[src/rtl/temp_link_pkg.sv]
// Shared definitions for both ends of the temperature serial link.
// Covers the frame geometry, the state encoding and the idle line level.
package temp_link_pkg;
   localparam int   FRAME_BITS     = 12;
   localparam int   MIN_GUARD_BITS = 2;
   localparam int   MAX_GUARD_BITS = 15;
   localparam int   MAX_BIT_CYCLES = 255;
   localparam logic IDLE_LEVEL     = 1'b1;

   typedef enum logic [1:0] {
      ST_IDLE  = 2'd0,
      ST_START = 2'd1,
      ST_DATA  = 2'd2,
      ST_GUARD = 2'd3
   } link_state_e;

   typedef logic [FRAME_BITS-1:0] temp_word_t;
endpackage

[src/rtl/bit_timer.sv]
// Bit-period timer for the link. It strobes bit_end_o on the last clock of each bit period.
// It also flags bit_end_nxt_o one clock earlier, so registered outputs can line up with the strobe.
module bit_timer
   import temp_link_pkg::*;
#(
   parameter int BIT_CYCLES = 1
) (
   input  logic clk,
   input  logic rst,
   input  logic clear_i,
   output logic bit_end_o,
   output logic bit_end_nxt_o
);
   localparam int CW = (BIT_CYCLES > 1) ? $clog2(BIT_CYCLES) : 1;

   if (BIT_CYCLES < 1 || BIT_CYCLES > MAX_BIT_CYCLES) begin : g_bad_bit_cycles
      $error("bit_timer: BIT_CYCLES must be within 1..255");
   end

   logic [CW-1:0] cnt_q, cnt_d;

   assign bit_end_o = (cnt_q == CW'(BIT_CYCLES - 1));

   always_comb begin
      cnt_d = cnt_q + 1'b1;
      if (clear_i || bit_end_o) cnt_d = '0;
   end

   if (BIT_CYCLES == 1) begin : g_nxt_single
      assign bit_end_nxt_o = 1'b1;
   end else begin : g_nxt_multi
      // After a clear the count restarts at 0, which is never the last clock here.
      assign bit_end_nxt_o = !clear_i && (cnt_q == CW'(BIT_CYCLES - 2));
   end

   always_ff @(posedge clk or negedge rst) begin
      if (!rst) cnt_q <= '0;
      else      cnt_q <= cnt_d;
   end
endmodule

[src/rtl/temp_serial_tx.sv]
// Serial transmitter for 12-bit temperature words.
// The frame is one start bit, 12 data bits MSB first, then GUARD_BITS high bit times.
module temp_serial_tx
   import temp_link_pkg::*;
#(
   parameter int BIT_CYCLES = 1,
   parameter int GUARD_BITS = 2
) (
   input  logic                  clk,
   input  logic                  rst,
   input  logic [FRAME_BITS-1:0] tx_data,
   input  logic                  tx_valid,
   output logic                  tx_ready,
   output logic                  serial_data,
   output logic                  busy,
   output logic                  frame_done
);
   localparam int GW = $clog2(GUARD_BITS);

   if (BIT_CYCLES < 1 || BIT_CYCLES > MAX_BIT_CYCLES) begin : g_bad_bit_cycles
      $error("temp_serial_tx: BIT_CYCLES must be within 1..255");
   end
   if (GUARD_BITS < MIN_GUARD_BITS || GUARD_BITS > MAX_GUARD_BITS) begin : g_bad_guard_bits
      $error("temp_serial_tx: GUARD_BITS must be within 2..15");
   end

   link_state_e     state_q;
   temp_word_t      shreg_q;
   logic [3:0]      bitcnt_q;
   logic [GW-1:0]   gc_q;
   logic            serial_q, ready_q, busy_q, done_q;

   logic            accept, bit_end, bit_end_nxt, last_guard;
   logic [GW-1:0]   gc_d;

   assign accept     = tx_valid && ready_q;
   assign last_guard = (gc_q == GW'(GUARD_BITS - 1));
   assign gc_d       = gc_q + GW'(bit_end);

   bit_timer #(.BIT_CYCLES(BIT_CYCLES)) u_bit_timer (
      .clk          (clk),
      .rst          (rst),
      .clear_i      (accept),
      .bit_end_o    (bit_end),
      .bit_end_nxt_o(bit_end_nxt)
   );

   always_ff @(posedge clk or negedge rst) begin
      if (!rst) begin
         state_q  <= ST_IDLE;
         shreg_q  <= '0;
         bitcnt_q <= '0;
         gc_q     <= '0;
         serial_q <= IDLE_LEVEL;
         ready_q  <= 1'b0;
         busy_q   <= 1'b0;
         done_q   <= 1'b0;
      end else begin
         done_q <= 1'b0;
         unique case (state_q)
            ST_IDLE: begin
               ready_q  <= 1'b1;
               serial_q <= IDLE_LEVEL;
               if (accept) begin
                  state_q  <= ST_START;
                  shreg_q  <= tx_data;
                  bitcnt_q <= '0;
                  gc_q     <= '0;
                  serial_q <= ~IDLE_LEVEL;
                  ready_q  <= 1'b0;
                  busy_q   <= 1'b1;
               end
            end
            ST_START: begin
               if (bit_end) begin
                  state_q  <= ST_DATA;
                  serial_q <= shreg_q[FRAME_BITS-1];
                  shreg_q  <= {shreg_q[FRAME_BITS-2:0], 1'b0};
               end
            end
            ST_DATA: begin
               if (bit_end) begin
                  if (bitcnt_q == 4'(FRAME_BITS - 1)) begin
                     state_q  <= ST_GUARD;
                     serial_q <= IDLE_LEVEL;
                     gc_q     <= '0;
                  end else begin
                     bitcnt_q <= bitcnt_q + 4'd1;
                     serial_q <= shreg_q[FRAME_BITS-1];
                     shreg_q  <= {shreg_q[FRAME_BITS-2:0], 1'b0};
                  end
               end
            end
            ST_GUARD: begin
               if (bit_end && last_guard) begin
                  state_q <= ST_IDLE;
                  ready_q <= 1'b1;
                  busy_q  <= 1'b0;
               end else begin
                  gc_q   <= gc_d;
                  // Raise frame_done so that it lands exactly on the final guard clock.
                  done_q <= (gc_d == GW'(GUARD_BITS - 1)) && bit_end_nxt;
               end
            end
            default: state_q <= ST_IDLE;
         endcase
      end
   end

   assign tx_ready    = ready_q;
   assign serial_data = serial_q;
   assign busy        = busy_q;
   assign frame_done  = done_q;
endmodule

[config.mk]
export PLATFORM = sky130hd
export DESIGN_NAME = temp_serial_tx
export DESIGN_NICKNAME = d
export VERILOG_FILES = /design/src/rtl/temp_link_pkg.sv /design/src/rtl/bit_timer.sv /design/src/rtl/temp_serial_tx.sv
export SDC_FILE = /design/constraint.sdc
export NUM_CORES = 1
export LEC_CHECK = 0
export CORE_MARGIN = 2
export CORE_UTILIZATION = 50
export CTS_BUF_LIST = sky130_fd_sc_hd__clkbuf_4 sky130_fd_sc_hd__clkbuf_8
export DETAILED_ROUTE_END_ITERATION = 8
export PLACE_DENSITY = 0.74
export SKIP_CTS_REPAIR_TIMING = 1
export SLEW_MARGIN = 40
export SYNTH_ARGS = -nofsm -noshare
export SYNTH_HDL_FRONTEND = slang
export SYNTH_HIERARCHICAL = 1
export SYNTH_SLANG_ARGS = --single-unit
export TNS_END_PERCENT = 30
[constraint.sdc]
create_clock -name clk -period 2.4 [get_ports clk]
set_input_delay 0.48 -clock clk [delete_from_list [all_inputs] [get_ports clk]]
set_output_delay 0.48 -clock clk [all_outputs]
set_load 0.05 [all_outputs]
After elaboration in Yosys (flattened, before gate mapping)
Index checks and enable logic that the tools add are counted. Widths: inputs -> output; s select.

Add/sub/neg operators: 3. Bitwise logic cells: 1. Multiplexer cells: 33. Eq/ne operators: 11. Reduce and logical (&&, ||, !) cells: 15.

Operators with widths (number): $mux 12 (4); $pmux 12 s3 (1); $reduce_and 5->1 (3); $mux 1 (14); $mux 4 (3); $ne 2x2->1 const B (6); $mux 2 (5); $pmux 2 s4 (1); $pmux 4 s2 (1); $pmux 1 s3 (2); $reduce_and 3->1 (2); $reduce_bool 3->1 (2); $add 4x1->4 const B (1); $eq 2x2->1 const B (2); $eq 4x4->1 const B (1); $pmux 1 s2 (2); $reduce_and 4->1 (1); $reduce_bool 2->1 (2); $eq 2x1->1 const B (1); $logic_and 1x1->1 (2); $logic_not 2->1 (1); $ne 2x1->1 const B (1); $reduce_and 2->1 (1); $add 1x1->1 (1); 3 further kinds (3).

Flip-flop bits (word level): 24.

Logic depth before layout (Yosys ltp)
Gate-level depths: netlist (run 1).

Depth in word-level cells: 4. Mapped depth: 8. Mapped depth without buffers: 6.

Hierarchy
The synthesis (run 1) kept the hierarchy.

By module, submodules not included: temp_serial_tx (cells an instance 129, times used 1, area an instance 1286.2 µm²); bit_timer (cells an instance 5, times used 1, area an instance 43.8 µm²).

Least setup slack after synthesis (run 1)
Ideal clock, no wire load.

Kind: register -> register. Start: register state_q[0]. End: register bitcnt_q[2]. Slack: 0.642 ns. Arrival: 1.672 ns. Cell stages (with the launch flop): 7. Library setup time: 0.086 ns. Period minus slack after synthesis: 1.758 ns. Path buffers: 0. Cells stage by stage: dfrtp_1 > inv_1 > ha_1 > a21bo_4 > o21ai_4 > or4b_4 > o221ai_2.

Longest elaborated chain between the ends: 3. Elaborated cells between the ends (all ways): 8.

RTL lines: start: declaration (RTL line temp_serial_tx.sv:27) `link_state_e state_q;`; start signal: assignment (RTL line temp_serial_tx.sv:50) `state_q <= ST_IDLE;`; start signal: assignment (RTL line temp_serial_tx.sv:65) `state_q <= ST_START;`; start signal: assignment (RTL line temp_serial_tx.sv:76) `state_q <= ST_DATA;`; $eq 2x2->1 / $logic_not 2->1 (equally long branches) (RTL line temp_serial_tx.sv:60) `unique case (state_q)`; $ne 2x2->1 (no line) (tied with other cells); $reduce_and 4->1 (no line); end signal: assignment (RTL line temp_serial_tx.sv:88) `bitcnt_q <= bitcnt_q + 4'd1;`; end: declaration (RTL line temp_serial_tx.sv:29) `logic [3:0] bitcnt_q;`.

Parallel ways exist; a longest one is shown, timed or not. A chain may end at the register's enable or synchronous reset.

Worst setup path in the final report (run 1)
Start: register serial_q, in the netlist serial_data. End: output serial_data.

RTL lines: start: declaration (RTL line temp_serial_tx.sv:31) `logic serial_q, ready_q, busy_q, done_q;`; start signal: assignment (RTL line temp_serial_tx.sv:69) `serial_q <= ~IDLE_LEVEL;`; start signal: assignment (RTL line temp_serial_tx.sv:77) `serial_q <= shreg_q[FRAME_BITS-1];`; start signal: assignment (RTL line temp_serial_tx.sv:89) `serial_q <= shreg_q[FRAME_BITS-1];`; end: declaration (RTL line temp_serial_tx.sv:14) `output logic serial_data,`.

No word-level cell between the ends.

==> results.sh, run 1 <==
export IMPL_rows=18
export IMPL_initial_core_util=0.532
export IMPL_stdcell_count=182
export IMPL_clockRootBuffer="clkbuf_4"
export IMPL_ys_ff_latch=24
export IMPL_cp_cell_sequence="clkdlybuf4s50_1"
export IMPL_io_buffers=18
export IMPL_ys_types=34
export IMPL_gp_congestion=0.803
export IMPL_antenna_found_initial=0
export IMPL_fin_ws_ns=0.272
export IMPL_placedCellCount=178
export IMPL_critPathMaxFanout=2
export IMPL_arrival_ns=1.65
export IMPL_crit_type="reg -> out"
export IMPL_drtIter0Drc=9
export IMPL_chipHeight_um=55.6
export IMPL_nFillCells=211
export IMPL_dpl_cell_area_um2=1530
export IMPL_cts_buffers=3
export IMPL_synth_area_leaders="dfrtp_1, mux2i_1, ha_1"
export IMPL_worstSetupStartpointType="flop"
export IMPL_power_leakage_nw=0.715
export IMPL_finalCritPeriodShare=0.887
export IMPL_final_common_cell="dfrtp_1"
export IMPL_required_ns=1.92
export IMPL_yosysWarnings=6
export IMPL_fin_total_pwr_w=0.00206
export IMPL_grt_usage=0.167
export IMPL_cp_slowest_stage_delay_ns=0.79
export IMPL_hold_depth=2
export IMPL_slew_headroom=0.553
export IMPL_die_area_um2=3090
export IMPL_crit_slowest_cell="clkdlybuf4s50_1"
export IMPL_routed_wl_um=2310
export IMPL_wl_per_cell_um=12.7
export IMPL_synthFlopType="dfrtp_1"
export IMPL_synth_nets=158
export IMPL_syn_avg_cell_area_um2=9.93
export IMPL_cts_max_level=1
export IMPL_drv_cap=0
export IMPL_fp_dieW_um=55.6
export IMPL_via_per_inst=5.39
export IMPL_fmax_mhz=470
export IMPL_final_min_clock_period_ns=2.13
export IMPL_vdd_drop_max_v=0.000919
export IMPL_area_delta_synth_final_pct=17.4
export IMPL_grt_pass1_vias=1000
export IMPL_synth_edf_count=0
export IMPL_diodes=0
export IMPL_antenna_left=0
export IMPL_rsz0062_at_grt="no"
export IMPL_path_buf_inv=1
export IMPL_core_um2=2500
export IMPL_drv_slew=0
export IMPL_grt_overflow=0
export IMPL_async_flop_share=1.00
export IMPL_clk_pin_slew_worst_paths_ns=0.13
export IMPL_critPathTopFamily="buffers and inverters"
export IMPL_first_pass_iters=4
export IMPL_post_place_ws_ns=0.395
export IMPL_drive_gt1_frac=0.0855
export IMPL_end_kind="output port"
export IMPL_grt_pass1_wl_um=4240
export IMPL_vias=981
export IMPL_path_depth=1
export IMPL_nets=177
export IMPL_synth_seq_area_share=0.452
export IMPL_final_cell_mix="dfrtp_1, o21ai_0, nand2_1, clkdlybuf4s50_1, mux2i_1"
export IMPL_power_density_nw_per_um2=1320
export IMPL_finalSetupViolCount=0
export IMPL_clock_sinks=24
export IMPL_ff2ff_path_depth=6
export IMPL_drc=0
export IMPL_stdcell_area_um2=1560
export IMPL_fin_skew_ns=0.00465
export IMPL_clock_path_buffers=2
export IMPL_grt_max_degree=25
export IMPL_status="complete, no violations"
export IMPL_clk_latency_ns=0.31
export IMPL_synth_top_area_share=0.433
export IMPL_dpl_hpwl_um=1730
export IMPL_setup_tns_ns=0
export IMPL_pin_count=19
export IMPL_final_hold_viol_count=0
export IMPL_post_synth_top_area_cell="dfrtp_1"
export IMPL_hold_path_class="reg -> reg"
export IMPL_cts_tree="done"
export IMPL_syn_inst=134
export IMPL_tightest_slew_ns=0.671
export IMPL_netlist_area_um2=1330
## worst register-to-register path: stages, from the launching register on
cell      delay [ns]
dfrtp_1         0.47
inv_1           0.11
ha_1            0.27
a21bo_4         0.23
o21ai_4         0.08
a211oi_1        0.30
mux2_2          0.38
## report_power, final
| part | total, W | internal [W] | switching, W |
|---|---|---|---|
| Sequential | 0.000709 | 0.000585 | 0.000124 |
| Clock | 0.000194 | 0.0000761 | 0.000118 |
| Combinational | 0.00115 | 0.000498 | 0.000657 |
| Total | 0.00206 | 0.00116 | 0.000899 |
## path summary, 6_finish.rpt
kind	to	from	slack, ns
worst max-delay path	serial_data	serial_data$_DFFE_PN1P_	0.27
worst min-delay path	shreg_q[8]$_DFFE_PN0P_	shreg_q[8]$_DFFE_PN0P_	0.50
worst max register to register	state_q[1]$_DFFE_PN0P_	state_q[0]$_DFFE_PN0P_	0.47
worst min register to register	shreg_q[8]$_DFFE_PN0P_	shreg_q[8]$_DFFE_PN0P_	0.50
max in group asynchronous	serial_data$_DFFE_PN1P_	rst	1.61
min in group asynchronous	bitcnt_q[0]$_DFFE_PN0P_	rst	0.51
## per-layer routing
| metal | global-route usage | vias to the layer above | wire (um) |
|---|---|---|---|
| met5 | 0 | - | 0 |
| met4 | 0.0314 | 0 | 0 |
| met3 | 0.0233 | 0 | 89 |
| met2 | 0.306 | 22 | 1170 |
| met1 | 0.208 | 456 | 1060 |
| li1 | - | 503 | - |
## flip-flops by register name (all words and copies together) (netlist names)
register / cells
state_q: 2
u_bit_timer/cnt_q: 1
gc_q: 1
busy: 1
tx_ready: 1
serial_data: 1
frame_done: 1
bitcnt_q: 4
shreg_q: 12
## area by class of cell
class	instances	area [um2]	area share
clock buffers	4	30.0	0.0192
inverters	10	37.5	0.0240
multi-input cells	94	659	0.422
flip-flops and latches	24	602	0.385
well taps	30	37.5	0.0240
repair buffers	20	195	0.125
## cell usage after synthesis (all sizes together), types with 2 or more instances
master / instances
dfrtp: 23
o21ai: 23
nand2: 18
mux2i: 12
inv: 10
ha: 9
buf: 5
nor2: 4
nand3: 3
o31ai: 3
a211oi: 2
a21oi: 2
conb: 2
nand2b: 2
## cells by family after synthesis
logic type / Yosys count / share of synthesized area
flops: 24 / 0.452
simple gates: 32 / 0.116
mux: 13 / 0.0988
buf+inv: 16 / 0.0517
fa+ha+maj: 9 / 0.0847
other cells: 2 / 0.00565
compound gates: 38 / 0.191
## metrics by stage
step | hold WS (ns) | util
final | 0.499 | 0.625
after global routing | 0.535 | 0.625
after CTS | 0.507 | 0.625
after detailed placement | 0.476 | 0.613
after global placement | 0.461 | 0.613
after floorplan | 0.184 | -
(Power assumes the default switching activity.)
==> run 2: changes to the inputs <==
--- a/config.mk
+++ b/config.mk
@@ -6,10 +6,10 @@
 export NUM_CORES = 1
 export LEC_CHECK = 0
 export CORE_MARGIN = 2
-export CORE_UTILIZATION = 50
+export CORE_UTILIZATION = 56
 export CTS_BUF_LIST = sky130_fd_sc_hd__clkbuf_4 sky130_fd_sc_hd__clkbuf_8
 export DETAILED_ROUTE_END_ITERATION = 8
-export PLACE_DENSITY = 0.74
+export PLACE_DENSITY = 0.82
 export SKIP_CTS_REPAIR_TIMING = 1
 export SLEW_MARGIN = 40
 export SYNTH_ARGS = -nofsm -noshare
==> run 2 against run 1 <==
- count of clock-buffer cells in the layout fell by 1
- sequential share of layout area fell by 0.49 points
- fmax fell by 1.7%
- design area rose by 1.3%
- critical path type unchanged
- largest cell class unchanged
- highest routed layer is now met4
==> results.sh, run 2 (same netlist as run 1, synthesis figures left out) <==
export IMPL_chipHeight_um=52.7
export IMPL_drtIter0Drc=23
export IMPL_final_cell_mix="dfrtp_1, o21ai_0, nand2_1, clkdlybuf4s50_1, mux2i_1"
export IMPL_end_kind="output port"
export IMPL_diodes=0
export IMPL_drv_slew=0
export IMPL_largest_register="shreg_q"
export IMPL_cts_buffers=3
export IMPL_grt_pass1_wl_um=4600
export IMPL_stdcell_area_um2=1580
export IMPL_vdd_drop_max_v=0.000898
export IMPL_vias=1046
export IMPL_antenna_left=0
export IMPL_power_density_nw_per_um2=1400
export IMPL_first_pass_iters=4
export IMPL_core_um2=2230
export IMPL_cp_slowest_stage_delay_ns=0.79
export IMPL_critPathTopFamily="buffers and inverters"
export IMPL_fp_dieW_um=52.7
export IMPL_clockRootBuffer="clkbuf_4"
export IMPL_cts_max_level=1
export IMPL_gp_congestion=0.913
export IMPL_io_buffers=18
export IMPL_path_buf_inv=1
export IMPL_drc=0
export IMPL_power_leakage_nw=0.724
export IMPL_clk_pin_slew_worst_paths_ns=0.14
export IMPL_grt_pass1_vias=1005
export IMPL_dpl_hpwl_um=2020
export IMPL_drive_gt1_frac=0.0855
export IMPL_via_per_inst=5.81
export IMPL_grt_usage=0.229
export IMPL_fin_skew_ns=0.00538
export IMPL_status="complete, no violations"
export IMPL_hold_path_class="in -> async"
export IMPL_routed_wl_um=2710
export IMPL_tightest_slew_ns=0.657
export IMPL_final_common_cell="dfrtp_1"
export IMPL_fin_total_pwr_w=0.00222
export IMPL_rows=17
export IMPL_fmax_mhz=462
export IMPL_pin_count=19
export IMPL_crit_type="reg -> out"
export IMPL_die_area_um2=2780
export IMPL_cp_cell_sequence="clkdlybuf4s50_1"
export IMPL_slew_headroom=0.562
export IMPL_initial_core_util=0.596
export IMPL_largest_register_ff_count=12
export IMPL_reg_top3="shreg_q: 12 flops, bitcnt_q: 4 flops, state_q: 2 flops"
export IMPL_worstSetupStartpointType="flop"
export IMPL_nets=177
export IMPL_final_core_util=0.708
export IMPL_dpl_cell_area_um2=1530
export IMPL_final_hold_viol_count=0
export IMPL_antenna_found_initial=0
export IMPL_clock_sinks=24
export IMPL_drv_cap=0
export IMPL_rsz0062_at_grt="no"
export IMPL_clk_latency_ns=0.33
export IMPL_cts_tree="done"
export IMPL_wl_per_cell_um=15.1
export IMPL_crit_slowest_cell="clkdlybuf4s50_1"
export IMPL_required_ns=1.92
export IMPL_final_min_clock_period_ns=2.17
export IMPL_startpoint="serial_data$_DFFE_PN1P_"
export IMPL_grt_overflow=0
export IMPL_setup_tns_ns=0
export IMPL_arrival_ns=1.69
export IMPL_area_delta_synth_final_pct=18.9
export IMPL_r2r_start="state_q[0]$_DFFE_PN0P_"
export IMPL_finalCritPeriodShare=0.902
export IMPL_critPathMaxFanout=2
export IMPL_finalSetupViolCount=0
export IMPL_clock_path_buffers=2
export IMPL_grt_max_degree=25
[run 2: cell count changes in the layout (fill, tap and decap cells not counted), sizes merged]
cell / delta
bufinv: +1
clkbuf: -1
[run 2: layer usage]
| layer | GRT usage | routed length (um) |
|---|---|---|
| met5 | 0 | 0 |
| met4 | 0.0427 | 13 |
| met3 | 0.0600 | 119 |
| met2 | 0.425 | 1440 |
| met1 | 0.262 | 1130 |
[run 2: area by class of cell]
class                   count  area (um2)
inverters                  10        37.5
clock inverters             1        30.0
flip-flops and latches     24         602
clock buffers               3        22.5
repair buffers             20         195
multi-input cells          94         659
fillers                   178         652
well taps                  28        35.0
[run 2: final timing paths]
check                                          end  slack, ns  cells past startpoint
max                                    serial_data       0.23                      1
min                        bitcnt_q[3]$_DFFE_PN0P_       0.49                      2
min reg2reg                 shreg_q[7]$_DFFE_PN0P_       0.50                      2
min in group clk            shreg_q[7]$_DFFE_PN0P_       0.50                      2
max reg2reg                 state_q[1]$_DFFE_PN0P_       0.40                      6
max in group asynchronous  serial_data$_DFFE_PN1P_       1.63                      2
[run 2: power by group]
part / total, W / switching [W] / internal, W / leakage, nW
logic: 0.00120 / 0.000698 / 0.000500 / 0.399
registers: 0.000720 / 0.000135 / 0.000586 / 0.298
clock network: 0.000301 / 0.000132 / 0.000169 / 0.0279
[run 2: per-stage QoR]
step	std cells	hold slack (ns)	setup slack [ns]
2_1_floorplan	134	0.184	0.642
3_3_place_gp	176	0.462	0.434
3_5_place_dp	176	0.474	0.351
4_1_cts	180	0.500	0.231
5_1_grt	180	0.510	0.195
6_report	180	0.490	0.234
==> run 3: changes to the inputs <==
--- a/config.mk
+++ b/config.mk
@@ -9,6 +9,7 @@
 export CORE_UTILIZATION = 56
 export CTS_BUF_LIST = sky130_fd_sc_hd__clkbuf_4 sky130_fd_sc_hd__clkbuf_8
 export DETAILED_ROUTE_END_ITERATION = 8
+export GPL_ROUTABILITY_DRIVEN = 0
 export PLACE_DENSITY = 0.82
 export SKIP_CTS_REPAIR_TIMING = 1
 export SLEW_MARGIN = 40
==> run 3 against run 2 <==
- power down 4.9%
- clock skew decreased by 0.0026 ns
- register-to-register slack gained 0.04 ns
- global-route usage shrank 0.65 points
- die area did not move
- non-clock buffer count unchanged
- final cell count unchanged
==> results.sh, run 3 (same netlist as run 1, synthesis figures left out) <==
export IMPL_status="complete, no violations"
export IMPL_crit_slowest_cell="clkdlybuf4s50_1"
export IMPL_grt_max_degree=25
export IMPL_path_buf_inv=1
export IMPL_grt_pass1_vias=1023
export IMPL_grt_usage=0.222
export IMPL_fin_ws_ns=0.263
export IMPL_cts_tree="done"
export IMPL_final_hold_viol_count=0
export IMPL_finalCritPeriodShare=0.890
export IMPL_worstSetupStartpointType="flop"
export IMPL_largest_register="shreg_q"
export IMPL_cp_slowest_stage_delay_ns=0.79
export IMPL_power_leakage_nw=0.717
export IMPL_grt_overflow=0
export IMPL_final_min_clock_period_ns=2.14
export IMPL_drv_cap=0
export IMPL_io_buffers=18
export IMPL_clk_pin_slew_worst_paths_ns=0.13
export IMPL_critPathTopFamily="buffers and inverters"
export IMPL_antenna_left=0
export IMPL_finalSetupViolCount=0
export IMPL_timing_hold_ws_ns=0.499
export IMPL_fmax_mhz=468
export IMPL_area_delta_synth_final_pct=17.7
export IMPL_rows=17
export IMPL_reg_top3="shreg_q: 12 flops, bitcnt_q: 4 flops, state_q: 2 flops"
export IMPL_post_place_ws_ns=0.378
export IMPL_final_cell_mix="dfrtp_1, o21ai_0, nand2_1, clkdlybuf4s50_1, mux2i_1"
export IMPL_rsz0062_at_grt="no"
export IMPL_vias=1022
export IMPL_final_common_cell="dfrtp_1"
export IMPL_largest_register_ff_count=12
export IMPL_power_density_nw_per_um2=1350
export IMPL_tightest_slew_ns=0.650
export IMPL_slew_headroom=0.567
export IMPL_clock_sinks=24
export IMPL_required_ns=1.92
export IMPL_end_kind="output port"
export IMPL_clock_path_buffers=2
export IMPL_die_area_um2=2780
export IMPL_fin_skew_ns=0.00278
export IMPL_drv_slew=0
export IMPL_pin_count=19
export IMPL_drtIter0Drc=28
export IMPL_via_per_inst=5.68
export IMPL_first_pass_iters=4
export IMPL_chipHeight_um=52.7
export IMPL_clockRootBuffer="clkbuf_4"
export IMPL_diodes=0
export IMPL_final_core_util=0.701
export IMPL_hold_path_class="reg -> reg"
export IMPL_clk_latency_ns=0.31
export IMPL_core_um2=2230
export IMPL_cts_max_level=1
export IMPL_routed_wl_um=2550
export IMPL_cts_buffers=3
export IMPL_vdd_drop_max_v=0.000977
export IMPL_initial_core_util=0.596
export IMPL_drive_gt1_frac=0.0855
export IMPL_nets=177
export IMPL_antenna_found_initial=0
export IMPL_critPathMaxFanout=2
export IMPL_grt_pass1_wl_um=4490
export IMPL_setup_tns_ns=0
export IMPL_wl_per_cell_um=14.2
export IMPL_drc=0
export IMPL_cp_cell_sequence="clkdlybuf4s50_1"
export IMPL_fp_dieW_um=52.7
export IMPL_dpl_hpwl_um=1910
export IMPL_crit_type="reg -> out"
export IMPL_arrival_ns=1.66
-- run 3: cell types whose count changed in the layout (fill, tap and decap cells not counted) --
| cell | before | now |
|---|---|---|
| bufinv_16 | 1 | 0 |
| clkbuf_8 | 0 | 1 |
-- run 3: final timing paths --
check / from / to / slack [ns] / cells after the start
max in group asynchronous: rst / serial_data$_DFFE_PN1P_ / 1.61 / 2
worst min-delay path: shreg_q[4]$_DFFE_PN0P_ / shreg_q[4]$_DFFE_PN0P_ / 0.50 / 2
min in group asynchronous: rst / bitcnt_q[3]$_DFFE_PN0P_ / 0.51 / 2
worst max-delay path: serial_data$_DFFE_PN1P_ / serial_data / 0.26 / 1
worst max register to register: state_q[0]$_DFFE_PN0P_ / bitcnt_q[2]$_DFFE_PN0P_ / 0.44 / 6
worst min register to register: shreg_q[4]$_DFFE_PN0P_ / shreg_q[4]$_DFFE_PN0P_ / 0.50 / 2
-- run 3: through the flow --
| stage | power, W | std cells | instance area, um2 |
|---|---|---|---|
| after floorplan | 0.00162 | 134 | 1330 |
| after global placement | 0.00184 | 176 | 1530 |
| after detailed placement | 0.00191 | 176 | 1530 |
| after CTS | 0.00213 | 180 | 1570 |
| after global routing | 0.00232 | 180 | 1570 |
| final | 0.00211 | 180 | 1570 |
-- run 3: area by class of cell --
cell class                 count  area, um2
clock buffer                   4       36.3
fill                         169        668
timing repair buffer          20        195
multi-input combinational     94        659
inverter                      10       37.5
tap                           28       35.0
sequential                    24        602
-- run 3: power breakdown --
group          internal (W)  total (W)  switching (W)  leakage, nW
Clock             0.0000927   0.000214       0.000121       0.0210
Sequential         0.000586   0.000715       0.000130        0.298
Combinational      0.000499    0.00118       0.000682        0.399
-- run 3: per-layer routing --
layer	share of wire	vias to the layer above	track usage
li1	-	503	-
met1	0.43	492	0.274
met2	0.53	23	0.396
met3	0.027	4	0.0171
met4	0.015	0	0.0940
met5	0	-	0
